## src/rtl/dmi_stub_pkg.sv

```systemverilog
// Shared types for the DMI register stub: request opcodes, response status
// codes and the transaction FSM states.
package dmi_stub_pkg;

   typedef enum logic [1:0] {
      OP_NOP   = 2'd0,
      OP_READ  = 2'd1,
      OP_WRITE = 2'd2,
      OP_RSVD  = 2'd3
   } op_e;

   typedef enum logic [1:0] {
      STATUS_OK     = 2'd0,
      STATUS_FAILED = 2'd2
   } status_e;

   typedef enum logic [1:0] {
      ST_IDLE = 2'd0,
      ST_WAIT = 2'd1,
      ST_RESP = 2'd2
   } state_e;

endpackage

```

## src/rtl/dmi_stub_regfile.sv

```systemverilog
// Register storage for the DMI stub: one write port, one combinational read
// port, and every register exposed flat on regs_o.
module dmi_stub_regfile #(
   parameter int          DATA_W    = 32,
   parameter int          NUM_REGS  = 4,
   parameter logic [63:0] RESET_VAL = 64'd10,
   parameter int          IDX_W     = (NUM_REGS > 1) ? $clog2(NUM_REGS) : 1
) (
   input  logic                         clk_i,
   input  logic                         rst_ni,
   input  logic                         we_i,
   input  logic [IDX_W-1:0]             waddr_i,
   input  logic [DATA_W-1:0]            wdata_i,
   input  logic [IDX_W-1:0]             raddr_i,
   output logic [DATA_W-1:0]            rdata_o,
   output logic [NUM_REGS*DATA_W-1:0]   regs_o
);

   localparam logic [DATA_W-1:0] RST_VAL = RESET_VAL[DATA_W-1:0];

   logic [DATA_W-1:0] mem_reg [NUM_REGS];

   genvar gi;
   generate
      for (gi = 0; gi < NUM_REGS; gi++) begin : g_reg
         always_ff @(posedge clk_i or negedge rst_ni) begin
            if (!rst_ni) begin
               mem_reg[gi] <= RST_VAL;
            end else if (we_i && (waddr_i == IDX_W'(gi))) begin
               mem_reg[gi] <= wdata_i;
            end
         end
         assign regs_o[gi*DATA_W +: DATA_W] = mem_reg[gi];
      end
   endgenerate

   // Explicit compare loop keeps non-power-of-two sizes from indexing past the array.
   always_comb begin
      rdata_o = '0;
      for (int i = 0; i < NUM_REGS; i++) begin
         if (raddr_i == IDX_W'(i)) begin
            rdata_o = mem_reg[i];
         end
      end
   end

endmodule

```

## src/rtl/dmi_stub.sv

```systemverilog
// DMI register stub: accepts one request at a time, waits RSP_LAT idle cycles,
// then presents a held response until the requester takes it.
module dmi_stub
   import dmi_stub_pkg::*;
#(
   parameter int          DATA_W    = 32,
   parameter int          ADDR_W    = 7,
   parameter int          NUM_REGS  = 4,
   parameter logic [63:0] RESET_VAL = 64'd10,
   parameter int          RSP_LAT   = 1
) (
   input  logic                       clk_i,
   input  logic                       rst_ni,
   input  logic                       req_valid_i,
   output logic                       req_ready_o,
   input  logic [1:0]                 req_op_i,
   input  logic [ADDR_W-1:0]          req_addr_i,
   input  logic [DATA_W-1:0]          req_data_i,
   output logic                       rsp_valid_o,
   input  logic                       rsp_ready_i,
   output logic [1:0]                 rsp_status_o,
   output logic [DATA_W-1:0]          rsp_data_o,
   output logic [NUM_REGS*DATA_W-1:0] regs_o
);

   localparam int              IDX_W      = (NUM_REGS > 1) ? $clog2(NUM_REGS) : 1;
   localparam logic [ADDR_W:0] NUM_REGS_W = (ADDR_W + 1)'(NUM_REGS);

   state_e            state_reg, state_next;
   logic [3:0]        cnt_reg, cnt_next;
   op_e               op_reg;
   logic [ADDR_W-1:0] addr_reg;
   logic [DATA_W-1:0] data_reg;
   status_e           status_reg;
   logic [DATA_W-1:0] rdata_reg;

   op_e               cur_op;
   logic [ADDR_W-1:0] cur_addr;
   logic [DATA_W-1:0] cur_data;
   logic              addr_ok;
   logic              enter_resp;
   logic              rsp_done;
   status_e           status_new;
   logic [DATA_W-1:0] rdata_new;
   logic [DATA_W-1:0] rf_rdata;
   logic              rf_we;

   // With zero latency RESP is entered on the accept edge, so the live request is used.
   assign cur_op   = (state_reg == ST_IDLE) ? op_e'(req_op_i) : op_reg;
   assign cur_addr = (state_reg == ST_IDLE) ? req_addr_i : addr_reg;
   assign cur_data = (state_reg == ST_IDLE) ? req_data_i : data_reg;
   assign addr_ok  = ({1'b0, cur_addr} < NUM_REGS_W);
   assign rsp_done = (state_reg == ST_RESP) && rsp_ready_i;
   assign rf_we    = enter_resp && (cur_op == OP_WRITE) && addr_ok;

   always_comb begin
      state_next = state_reg;
      cnt_next   = cnt_reg;
      enter_resp = 1'b0;
      case (state_reg)
         ST_IDLE: begin
            if (req_valid_i) begin
               if (RSP_LAT == 0) begin
                  state_next = ST_RESP;
                  enter_resp = 1'b1;
               end else begin
                  state_next = ST_WAIT;
                  cnt_next   = 4'(RSP_LAT - 1);
               end
            end
         end
         ST_WAIT: begin
            if (cnt_reg == 4'd0) begin
               state_next = ST_RESP;
               enter_resp = 1'b1;
            end else begin
               cnt_next = cnt_reg - 4'd1;
            end
         end
         ST_RESP: begin
            if (rsp_ready_i) begin
               state_next = ST_IDLE;
            end
         end
         default: state_next = ST_IDLE;
      endcase
   end

   always_comb begin
      status_new = STATUS_OK;
      rdata_new  = '0;
      if ((cur_op == OP_RSVD) || !addr_ok) begin
         status_new = STATUS_FAILED;
      end else if (cur_op == OP_READ) begin
         rdata_new = rf_rdata;
      end
   end

   always_ff @(posedge clk_i or negedge rst_ni) begin
      if (!rst_ni) begin
         state_reg  <= ST_IDLE;
         cnt_reg    <= 4'd0;
         op_reg     <= OP_NOP;
         addr_reg   <= '0;
         data_reg   <= '0;
         status_reg <= STATUS_OK;
         rdata_reg  <= '0;
      end else begin
         state_reg <= state_next;
         cnt_reg   <= cnt_next;
         if ((state_reg == ST_IDLE) && req_valid_i) begin
            op_reg   <= op_e'(req_op_i);
            addr_reg <= req_addr_i;
            data_reg <= req_data_i;
         end
         if (enter_resp) begin
            status_reg <= status_new;
            rdata_reg  <= rdata_new;
         end else if (rsp_done) begin
            status_reg <= STATUS_OK;
            rdata_reg  <= '0;
         end
      end
   end

   assign req_ready_o  = (state_reg == ST_IDLE);
   assign rsp_valid_o  = (state_reg == ST_RESP);
   assign rsp_status_o = status_reg;
   assign rsp_data_o   = rdata_reg;

   dmi_stub_regfile #(
      .DATA_W    (DATA_W),
      .NUM_REGS  (NUM_REGS),
      .RESET_VAL (RESET_VAL),
      .IDX_W     (IDX_W)
   ) u_regfile (
      .clk_i   (clk_i),
      .rst_ni  (rst_ni),
      .we_i    (rf_we),
      .waddr_i (cur_addr[IDX_W-1:0]),
      .wdata_i (cur_data),
      .raddr_i (cur_addr[IDX_W-1:0]),
      .rdata_o (rf_rdata),
      .regs_o  (regs_o)
   );

endmodule

```

## config.mk

```make
export PLATFORM = sky130hd
export DESIGN_NAME = dmi_stub
export DESIGN_NICKNAME = d
export VERILOG_FILES = /design/src/rtl/dmi_stub_pkg.sv /design/src/rtl/dmi_stub_regfile.sv /design/src/rtl/dmi_stub.sv
export SDC_FILE = /design/constraint.sdc
export NUM_CORES = 1
export LEC_CHECK = 0
export CAP_MARGIN = 0
export CORE_ASPECT_RATIO = 0.8
export CORE_MARGIN = 2
export CORE_UTILIZATION = 45
export CTS_CLUSTER_SIZE = 40
export DETAILED_ROUTE_END_ITERATION = 8
export GPL_TIMING_DRIVEN = 1
export PLACE_DENSITY = 0.68
export SETUP_SLACK_MARGIN = 0.02
export SLEW_MARGIN = 20
export SYNTH_ARGS = -nofsm -noshare
export SYNTH_HDL_FRONTEND = slang
export SYNTH_SLANG_ARGS = --single-unit
```

## constraint.sdc

```tcl
create_clock -name clk_i -period 4.55 [get_ports clk_i]
set_input_delay 0.6825 -clock clk_i [delete_from_list [all_inputs] [get_ports clk_i]]
set_output_delay 0.6825 -clock clk_i [all_outputs]
set_load 0.1 [all_outputs]
```

-- Word-level counts from Yosys, hierarchy flattened
Cells that the tools add are included.
- add/subtract/negate cells: 1
- $lt $le $gt $ge: 1
- eq/ne operators: 12
- multiplexer cells: 23
- reduce and logical (&&, ||, !) cells: 17
- operators with widths (operator ; count):
    32-bit two-way mux ; 9
    2-bit two-way mux ; 7
    2-bit equality test (second input constant) ; 5
    1-bit logical AND ; 8
    4-bit two-way mux ; 2
    4-bit one-hot mux with 2 select lines ; 1
    7-bit by 3-bit < comparator with 1-bit output (second input constant) ; 1
    7-bit two-way mux ; 1
    2-bit by 1-bit equality test with 1-bit output (second input constant) ; 3
    2-bit inequality test (second input constant) ; 3
    2-bit one-hot mux with 3 select lines ; 1
    3-bit AND reduction ; 2
    2-bit logical NOT ; 2
    4-bit logical NOT ; 1
    2-bit nonzero test ; 2
    4-bit by 1-bit subtractor with 4-bit output (second input constant) ; 1
    1-bit two-way mux ; 2
    2-bit by 1-bit inequality test with 1-bit output (second input constant) ; 1
    1-bit logical NOT ; 1
    1-bit logical OR ; 1
- register bits: 209
- output and inout port bits: 164
- word-level logic and storage cells: 65

-- Logic depth before layout (Yosys ltp)
- depth in word-level cells: 10
- mapped depth: 8

-- By module
From an unflattened synthesis, not the netlist that was laid out.
- cell total of the unflattened synthesis: 572
- area, all modules: 9031.2 um2
- modules (own cells, without submodules) (module ; times used ; cells each ; area an instance (um2)):
    dmi_stub_regfile ; 1 ; 311 ; 5511.5
    dmi_stub ; 1 ; 261 ; 3519.6

-- Worst setup path after synthesis
Ideal clock, no wire load.
- kind: register to register
- from: register state_reg[0]
- to: register u_regfile.mem_reg, in the netlist u_regfile.regs_o[120]
- data arrival time: 2.680 ns
- required time: 4.422 ns
- slack: 1.742 ns
- cell stages (with the launch flop): 7
- buffers on the path: 3
- path through: dfrtp_1 -> buf_2 -> nor2_1 -> buf_2 -> buf_1 -> mux2_2 -> mux2_1
- cells in the longest elaborated chain, start to end: 6
- elaborated cells between the ends (all ways): 12
- classes of those cells: order compare (1); eq/ne (3); mux (4); reduce/logical (4)
- RTL lines (item ; line ; source):
    from (decl) ; dmi_stub.sv:29 ; state_e state_reg, state_next;
    from (signal assigned) ; dmi_stub.sv:109 ; state_reg <= state_next;
    2-bit logical NOT * ; -- ;
    net req_ready_o ; dmi_stub.sv:15 ; output logic req_ready_o,
    parallel branches: the longest is 5 deep, another holds 7-bit by 3-bit < comparator with 1-bit output ; -- ;
    to (signal, indexed assignment) ; dmi_stub_regfile.sv:30 ; mem_reg[gi] <= wdata_i;
    to (decl) ; dmi_stub_regfile.sv:21 ; logic [DATA_W-1:0] mem_reg [NUM_REGS];
Mark *: on every way through the listed nets, which the timed path passes.
A chain may end at the register's enable or synchronous reset.

-- Worst setup path after layout
- from: register state_reg[0]
- to: output port req_ready_o
- cells in the longest elaborated chain, start to end: 1
- RTL lines (item ; line ; source):
    2-bit logical NOT ; dmi_stub.sv:126 ; assign req_ready_o = (state_reg == ST_IDLE);
    to (decl) ; dmi_stub.sv:15 ;
Every way passes these cells.

==> metrics <==
I/O pin count=209; worst slew pin tran=1056 ps; Core Footprint=20640 µm²; Max Cap Violations=0; GR Util met2=36.72%; DRC=0; final hold vios=0; Initial Utilization=45.75%; CTS tree=done; largest area contributor in the netlist=dfrtp_1; Clk Latency, worst-skew pair=500 ps; Root Buffer=clkbuf_16; initial antenna violation count=0; layout net count=940; via count=6430; GRT busiest layer=met2; drt first pass iters=5; vias in the first global route=6658; min cycle time layout=3327 ps; Num Clock Sinks=208; Total Wirelength=25.49 mm; Fin Setup TNS=0 ps; final instance area=12390 µm²; Tot Pwr=8.606 mW; fmax=300.6 MHz; leakage=5.951 nW; status=finished, final reports clean; die area=22170 µm²; first-pass GRT wire length=40.05 mm; Tcrit/Tclk final=73.11%; Rel. slew slack=29.37%; vias per cell=5.463; Mapped Area=9444 µm²; Synth Register Bits=208; DR WL/cell=21.66 µm; asr flop ratio synth=100.0%; Final setup viols=0; Hold/Removal Path Class=in2async; Total GRT Usage=23.05%; post_cts resized=0; RSZ-0062 raised after global routing=false; H-tree depth=1; Post-synth EDFFs=0; Die W=166.0 µm; ranking of synthesized cells by area=dfrtp_1 (53%), mux2_2 (10%), mux2_4 (9.5%); Critical Path Sink Type=primary output; Req. time, crit path=3870 ps; dpl hpwl=16.39 mm; clock slew at reported path FFs=60 ps; Synth cell types=43; Clock Skew=10.75 ps; Synth top area share=52.99%; Hold-fix buffers, CTS=0; PwrDens=694.4 nW/µm²; Clock Path Buffers=3; crit path kind=reg2out; CTS Buf Count=22; placed inst area=11700 µm²; Rows=47; gp weighted congestion=0.7913; grt total ovfl=0; Fin Hold WS=302.3 ps; worst-path maximum fanout=11; Pins Over Slew Limit=0; ys flop type=dfrtp_1; share of cells above drive strength 1=25.44%; crit path DAT=2640 ps; Port Buffers=207; fin util=60.05%; Ys Warns=0; height of the die=133.6 µm; sequential cell area fraction in the yosys report=55.22%; VDD IR-drop max=0.0003921 V; max reg flops=128; post-CTS setup buffers=0; Synth-to-Final Area Change=31.24%; Post-Syn Nets=745; DRT antenna net count=0; post-synthesis cell count=699; # diodes=0; largest net degree at the start of global routing=108; global-route met1 utilization=33.36%; M3 GR Usage=4.070%; initial DRC count=323; crit path launch type=flop; Synth Area per Inst=13.51 µm²
-- layout make-up --
cell class | count | area [µm²]
fillers | 1689 | 8247
flip-flops and latches | 208 | 5215
multi-input cells | 439 | 3960
repair buffers | 218 | 2171
clock buffers | 33 | 643.1
well taps | 269 | 336.6
clock inverters | 5 | 50.05
inverters | 5 | 18.77
-- cell usage after synthesis (5+ instances only) --
library cell,count
nand2_1,127
a32o_1,14
a22o_1,18
dfstp_2,8
clkbuf_1,22
o22a_1,14
inv_1,5
mux2_1,16
nand3_1,31
mux2_2,84
mux2_4,60
dfrtp_1,200
buf_6,14
nor2_1,5
buf_2,5
o21ai_0,21
mux4_2,18
-- cell usage in the layout, fill, tap and decap left out, types with 4 or more instances in the layout --
| cell | n |
|---|---|
| clkdlybuf4s50_1 | 206 |
| dfrtp_1 | 200 |
| nand2_1 | 126 |
| mux2_2 | 84 |
| mux2_4 | 60 |
| nand3_1 | 31 |
| clkbuf_16 | 23 |
| o21ai_0 | 20 |
| mux4_2 | 18 |
| a22o_1 | 18 |
| mux2_1 | 16 |
| o22a_1 | 14 |
| a32o_1 | 14 |
| buf_4 | 10 |
| dfstp_2 | 8 |
| clkbuf_1 | 7 |
| inv_1 | 5 |
| clkinv_2 | 4 |
| clkbuf_8 | 4 |
-- cell families after synthesis --
family | count (synthesis) | synth area share (%)
AND/OR/NAND/NOR | 182 | 9.062
other | 1 | 0.03971
AO/OA/AOI/OAI | 74 | 6.134
XOR/XNOR | 2 | 0.1855
multiplexers | 179 | 25.86
adder cells (fa/ha/maj) | 1 | 0.1325
flip-flops | 208 | 55.22
buffers and inverters | 52 | 3.365
-- through the flow --
stage,cells,setup slack [ps]
6_report,1177,1223
5_1_grt,1177,1110
2_1_floorplan,699,1742
3_5_place_dp,1139,903.6
3_3_place_gp,1139,964.3
4_1_cts,1177,1208
-- power by group --
| part | switching (mW) | internal (mW) | leakage [nW] |
|---|---|---|---|
| combinational | 2.96 | 1.29 | 2.81 |
| clock | 0.714 | 1.03 | 0.343 |
| sequential | 0.344 | 2.27 | 2.80 |
| total | 4.01 | 4.59 | 5.95 |
-- layer usage --
metal | share of wire [%] | routed length [µm]
met1 | 46 | 11680
met2 | 47 | 12000
met3 | 5.3 | 1351
met4 | 1.8 | 462
met5 | 0 | 0
-- final timing paths --
path                                                from                          endpoint  slack (ps)  depth (start not counted)
worst max register to register    cnt_reg[0]$_DFFE_PN0P_  u_regfile.regs_o[69]$_DFFE_PN0P_        1540                          6
worst min-delay path                              rst_ni         rsp_data_o[9]$_DFFE_PN0P_         300                          1
worst max-delay path            state_reg[0]$_DFFE_PN0P_                       req_ready_o        1220                          2
min in group clk_i               data_reg[1]$_DFFE_PN0P_           data_reg[1]$_DFFE_PN0P_         470                          2
worst min register to register   data_reg[1]$_DFFE_PN0P_           data_reg[1]$_DFFE_PN0P_         470                          2
max in group asynchronous                         rst_ni  u_regfile.regs_o[25]$_DFFE_PN0P_        3300                          2
-- worst max-delay path: stages, from the launching register on --
cell and delay, ps:
dfrtp_1 530, nor2_4 400, clkdlybuf4s50_1 1210
No activity file was read; power rests on OpenSTA's default activity.
